File: src/rtl/axis_pkg.sv
// Shared definitions for the AXI-Stream pixel front end: arbiter states and
// the byte/pixel geometry used for burst-length math.
package axis_pkg;

   typedef enum logic [1:0] {
      IDLE = 2'd0,
      OWN0 = 2'd1,
      OWN1 = 2'd2
   } arb_state_t;

   localparam int BYTES_PER_PIXEL = 3;
   localparam int BYTE_W          = 8;

   // One-hot owner code as presented on the grant port.
   function automatic logic [1:0] grant_of(input arb_state_t s);
      logic [1:0] g;
      g = 2'b00;
      case (s)
         OWN0:    g = 2'b01;
         OWN1:    g = 2'b10;
         default: g = 2'b00;
      endcase
      return g;
   endfunction

endpackage

File: src/rtl/axis_pixel_arb2.sv
// Round-robin arbiter sharing one byte-to-pixel converter between two 8-bit
// AXI-Stream sources; ownership moves only on whole-pixel burst boundaries.
module axis_pixel_arb2
   import axis_pkg::*;
#(
   parameter int BURST_PIXELS = 16
)
(
   input  logic              i_CLK,
   input  logic              i_RSTn,
   input  logic [BYTE_W-1:0] S0_AXIS_DATA,
   input  logic              S0_AXIS_VALID,
   output logic              S0_AXIS_READY,
   input  logic [BYTE_W-1:0] S1_AXIS_DATA,
   input  logic              S1_AXIS_VALID,
   output logic              S1_AXIS_READY,
   output logic [BYTE_W-1:0] M_AXIS_DATA,
   output logic              M_AXIS_VALID,
   input  logic              M_AXIS_READY,
   output logic              M_AXIS_LAST,
   output logic [1:0]        o_GRANT
);

   localparam int BURST_BYTES = BYTES_PER_PIXEL * BURST_PIXELS;
   localparam int CNT_W       = (BURST_BYTES > 1) ? $clog2(BURST_BYTES) : 1;
   localparam logic [CNT_W-1:0] CNT_LAST = CNT_W'(BURST_BYTES - 1);

   arb_state_t       state;
   arb_state_t       state_next;
   logic             prio;
   logic             prio_next;
   logic [CNT_W-1:0] cnt;
   logic [CNT_W-1:0] cnt_next;
   logic             hs;
   logic             at_last;
   logic             last_hs;

   assign hs      = M_AXIS_VALID & M_AXIS_READY;
   assign at_last = (cnt == CNT_LAST);
   assign last_hs = hs & at_last;

   always_ff @(posedge i_CLK or negedge i_RSTn) begin
      if (!i_RSTn) begin
         state   <= IDLE;
         prio    <= 1'b0;
         cnt     <= '0;
         o_GRANT <= 2'b00;
      end else begin
         state   <= state_next;
         prio    <= prio_next;
         cnt     <= cnt_next;
         o_GRANT <= grant_of(state_next);
      end
   end

   // Owner switches on its last-byte handshake straight into the other
   // source when it is waiting, so consecutive bursts have no bubble.
   always_comb begin
      state_next = state;
      case (state)
         IDLE: begin
            if (S0_AXIS_VALID && (!S1_AXIS_VALID || !prio))
               state_next = OWN0;
            else if (S1_AXIS_VALID)
               state_next = OWN1;
         end
         OWN0: begin
            if (last_hs) begin
               if (S1_AXIS_VALID)      state_next = OWN1;
               else if (S0_AXIS_VALID) state_next = OWN0;
               else                    state_next = IDLE;
            end
         end
         OWN1: begin
            if (last_hs) begin
               if (S0_AXIS_VALID)      state_next = OWN0;
               else if (S1_AXIS_VALID) state_next = OWN1;
               else                    state_next = IDLE;
            end
         end
         default: state_next = IDLE;
      endcase
   end

   always_comb begin
      cnt_next  = cnt;
      prio_next = prio;
      if (state == IDLE) begin
         cnt_next = '0;
      end else if (last_hs) begin
         cnt_next  = '0;
         prio_next = (state == OWN0);
      end else if (hs) begin
         cnt_next = cnt + 1'b1;
      end
   end

   // Zero-latency pass-through from the owner; idle drives everything low.
   always_comb begin
      M_AXIS_DATA   = '0;
      M_AXIS_VALID  = 1'b0;
      S0_AXIS_READY = 1'b0;
      S1_AXIS_READY = 1'b0;
      case (state)
         OWN0: begin
            M_AXIS_DATA   = S0_AXIS_DATA;
            M_AXIS_VALID  = S0_AXIS_VALID;
            S0_AXIS_READY = M_AXIS_READY;
         end
         OWN1: begin
            M_AXIS_DATA   = S1_AXIS_DATA;
            M_AXIS_VALID  = S1_AXIS_VALID;
            S1_AXIS_READY = M_AXIS_READY;
         end
         default: begin
            M_AXIS_DATA   = '0;
            M_AXIS_VALID  = 1'b0;
            S0_AXIS_READY = 1'b0;
            S1_AXIS_READY = 1'b0;
         end
      endcase
   end

   assign M_AXIS_LAST = at_last & M_AXIS_VALID;

endmodule

File: config.mk
export PLATFORM = sky130hd
export DESIGN_NAME = axis_pixel_arb2
export DESIGN_NICKNAME = d
export VERILOG_FILES = /design/src/rtl/axis_pkg.sv /design/src/rtl/axis_pixel_arb2.sv
export SDC_FILE = /design/constraint.sdc
export NUM_CORES = 1
export LEC_CHECK = 0
export BUFFER_PORTS_ARGS = -buffer_cell sky130_fd_sc_hd__buf_2
export CAP_MARGIN = 40
export CORE_MARGIN = 2
export CORE_UTILIZATION = 30
export CTS_CLUSTER_DIAMETER = 30
export DETAILED_ROUTE_END_ITERATION = 12
export PLACE_DENSITY_LB_ADDON = 0.2
export SYNTH_ARGS = -nofsm -noshare
export SYNTH_HDL_FRONTEND = slang
export SYNTH_SLANG_ARGS = --single-unit
File: constraint.sdc
create_clock -name i_CLK -period 1.8 [get_ports i_CLK]
set_input_delay 0.36 -clock i_CLK [delete_from_list [all_inputs] [get_ports i_CLK]]
set_output_delay 0.36 -clock i_CLK [all_outputs]
set_load 0.005 [all_outputs]
==> impl_metrics.csv <==
group,metric,value,unit
worst_setup_path,cp.depth,6,
final_layout,stdcell_count,188,
sta,fin_worst_skew,0.002171,ns
cts,numCtsBuffers,3,
sta,finalCritPeriodShare,106.9,%
power_and_ir_drop,p_per_area,1413,mW/mm^2
global_route,grt_pass1_vias,939,
power_and_ir_drop,p_leak,0.6569,nW
drt,drt_pass1_iterations,4,
cts,htreeDepth,1,
drt,vias_per_cell,5.266,
worst_setup_path,critPathBufInv,2,
synthesis,synth-adder-area-share,6.812,%
drt,vias,990,
worst_setup_path,critPathArrivalTime,1.56,ns
sta,setup_viol,13,
global_route,overflow,0,
worst_setup_path,crit_path_start_kind,"register",
outcome,outcome,"complete, but fails checks",
outcome,violations,"negative setup slack",
cts,clk_latency,0.27,ns
sta,tightest_slew,0.3151,ns
placement,dp_hpwl,1918,um
placement,place_inst,180,
cts,clk_pin_slew,0.07,ns
sta,relSlewSlack,78.73,%
sta,rsz0062_at_grt,"true",
global_route,grtUsageTotal,15.51,%
power_and_ir_drop,ir_worst_vdd,0.5642,mV
synthesis,synthCells,104,
synthesis,synth-seq-cells,11,
synthesis,synth_top_family_by_area,"simple AND/OR/NAND/NOR gates",
sta,finalCriticalPeriod,1.924,ns
floorplanning,chipHeight,59.33,um
final_layout,drive_above_1_share,49.03,%
synthesis,avgSynthCellArea,8.831,um^2
worst_setup_path,critPathTopFamily,"flip-flops",
cts,cts_root_buf,"clkbuf_4",
worst_setup_path,slowest_delay,0.42,ns
global_route,grt_max_degree,14,
synthesis,yosys-top-cells-area,"dfrtp_1 30%, nor2b_1 7.5%, ha_1 6.8%",
synthesis,synth_nets,130,
synthesis,synth_top_area_cell,"dfrtp_1",
worst_setup_path,endpoint_kind,"output port",
cts,clock-sinks,11,
synthesis,yosysWarnings,0,
synthesis,syn_area,918.4,um^2
worst_setup_path,worstPathRequired,1.44,ns
cts,cts_tree,"built",
sta,finalWorstSetupSlack,-0.1241,ns
job,cap_violations,0,
drt,routedWlPerCell,13.54,um
floorplanning,start_util,30.84,%
sta,max_clock_freq,519.7,MHz
synthesis,synth-xor-area-share,0.9537,%
sta,fin_hold_ws,0.4797,ns
floorplanning,row_count,20,
drt,drc_errors,0,
sta,hold_viol,0,
global_route,antenna_found_initial,0,
floorplanning,io_pins,35,
worst_setup_path,crit_chain,"buf_6 -> ha_4 -> a22o_4 -> and2_4 -> nor2b_1 -> buf_2",
drt,wl,2546,um
synthesis,synth_mux_area_share,5.722,%
drt,ant_nets,0,
synthesis,ys_seq_area_share,29.97,%
global_route,grt_pass1_wl,4119,um
final_layout,final_net_count,182,
floorplanning,coreArea,0.002978,mm^2
worst_setup_path,crit_type,"reg -> out",
worst_setup_path,slowest_stage,"dfrtp_2",
sta,drv_slew,0,
synthesis,synth_cell_type_count,33,
placement,io_buffers,34,
final_layout,area_delta_synth_final,50.14,%
final_layout,fillers,266,
synthesis,yosys.area_share.simple,32.56,%
synthesis,synth-compound-area-share,20.84,%
floorplanning,die_area,0.003520,mm^2
cts,clockBufferDepth,2,
synthesis,synth.top_cell.area_share,29.97,%
worst_setup_path,reg2regPathDepth,6,
drt,drt_iter0_drc,9,
min_path,hold_path.class,"in -> async",
worst_setup_path,cp_max_fo,3,
placement,globalplace.congestion,0.8334,
final_layout,antenna-diode-count,0,
final_layout,postLayoutCoreUtil,46.30,%
floorplanning,die_w,59.33,um
path summary, 6_finish.rpt:
kind / to / slack, ns / startpoint
max in group asynchronous: state[0]$_DFF_PN0_ / 1.09 / i_RSTn
max: M_AXIS_LAST / -0.12 / state[0]$_DFF_PN0_
min reg2reg: prio$_DFFE_PN0P_ / 0.50 / prio$_DFFE_PN0P_
max reg2reg: o_GRANT[1]$_DFF_PN0_ / -0.05 / state[0]$_DFF_PN0_
min in group i_CLK: prio$_DFFE_PN0P_ / 0.50 / prio$_DFFE_PN0P_
min: prio$_DFFE_PN0P_ / 0.48 / i_RSTn
registers in the layout, indices dropped and copies added (netlist names):
name / cells
cnt: 6
o_GRANT: 2
state: 2
prio: 1
timing repair:
action	in CTS	in global routing
buffers inserted	2	1
pin swaps	4	1
hold buffers	1	0
resized for setup	7	11
hold endpoints to repair	11	0
setup endpoints to repair	13	19
synthesized netlist by cell type:
master / count
inv_1: 3
nand3_1: 6
nor2b_1: 11
a22oi_1: 8
a22o_4: 1
o21ai_0: 3
nor4b_4: 1
mux2_1: 2
nand3b_1: 1
xor2_1: 1
nor2_1: 7
a21oi_2: 1
and2_2: 1
or2b_1: 2
buf_2: 2
o311ai_0: 1
and2_1: 4
a21oi_1: 4
or2_1: 2
a22oi_2: 1
nand2_1: 9
a211oi_1: 1
mux2i_1: 3
or4_1: 2
a2bb2oi_1: 1
nand4b_1: 1
or3_1: 1
o21ba_2: 1
o221a_1: 2
clkbuf_1: 2
ha_1: 5
dfrtp_1: 11
nand2b_1: 3
report_power, final:
group,switching [W],internal [W],total (W)
sequential,0.0000297,0.000301,0.000331
combinational,0.000696,0.000745,0.00144
clock,0.0000908,0.0000860,0.000177
total,0.000817,0.00113,0.00195
per-stage QoR:
| step | cell area, um^2 | power [W] | TNS (ns) | setup WS (ns) |
|---|---|---|---|---|
| after floorplan | 942.2 | 0.001133 | -0.01919 | -0.01919 |
| after global placement | 1227 | 0.001495 | 0 | 0.01770 |
| after detailed placement | 1227 | 0.001531 | -0.05165 | -0.04841 |
| after CTS | 1315 | 0.001840 | -0.9769 | -0.1343 |
| after global routing | 1379 | 0.002096 | -2.104 | -0.1746 |
| final | 1379 | 0.001949 | -0.6996 | -0.1241 |
area by class of cell:
class / instances / area [um^2] / share of cell area (%)
multi-input combinational: 86 / 704.4 / 51.09
inverter: 3 / 11.26 / 0.8167
timing repair buffer: 51 / 319.1 / 23.14
sequential: 11 / 276.5 / 20.05
tap: 33 / 41.29 / 2.995
clock buffer: 4 / 26.28 / 1.906
layout by cell type, fill, tap and decap left out, types with 2 or more instances in the layout:
master,n
dfrtp_1,10
inv_2,2
nor2_1,7
and2_1,3
buf_4,12
ha_2,2
nand3_1,5
and2_4,2
a21oi_1,4
a22oi_2,6
or2b_1,2
mux2i_1,2
a22oi_1,3
nand2_1,9
nand2b_1,2
ha_4,2
nor2b_1,10
or2_1,2
o221a_1,2
or4_1,2
buf_2,34
mux2_1,2
o21ai_0,3
clkbuf_4,3
buf_6,3
cell families after synthesis:
| kind of cell | after synthesis |
|---|---|
| compound gates | 24 |
| buf+inv | 7 |
| flops | 11 |
| simple gates | 51 |
| xor+xnor | 1 |
| mux | 5 |
| fa+ha+maj | 5 |
worst reg2reg max path: stages, from the launching register on:
cell	delay, ns
dfrtp_2	0.42
inv_2	0.09
ha_2	0.23
a22oi_2	0.11
nor4b_4	0.29
mux2_1	0.34
o221a_1	0.25
routing by layer:
metal | part of all wire [%] | vias to the layer above | routed length, um | track usage [%]
li1 | - | 478 | - | -
met1 | 45 | 460 | 1133 | 19.87
met2 | 47 | 43 | 1204 | 25.27
met3 | 5.1 | 9 | 131 | 2.620
met4 | 3.0 | 0 | 77 | 7.143
met5 | 0 | - | 0 | 0
Power figures use the tool's default switching activity.
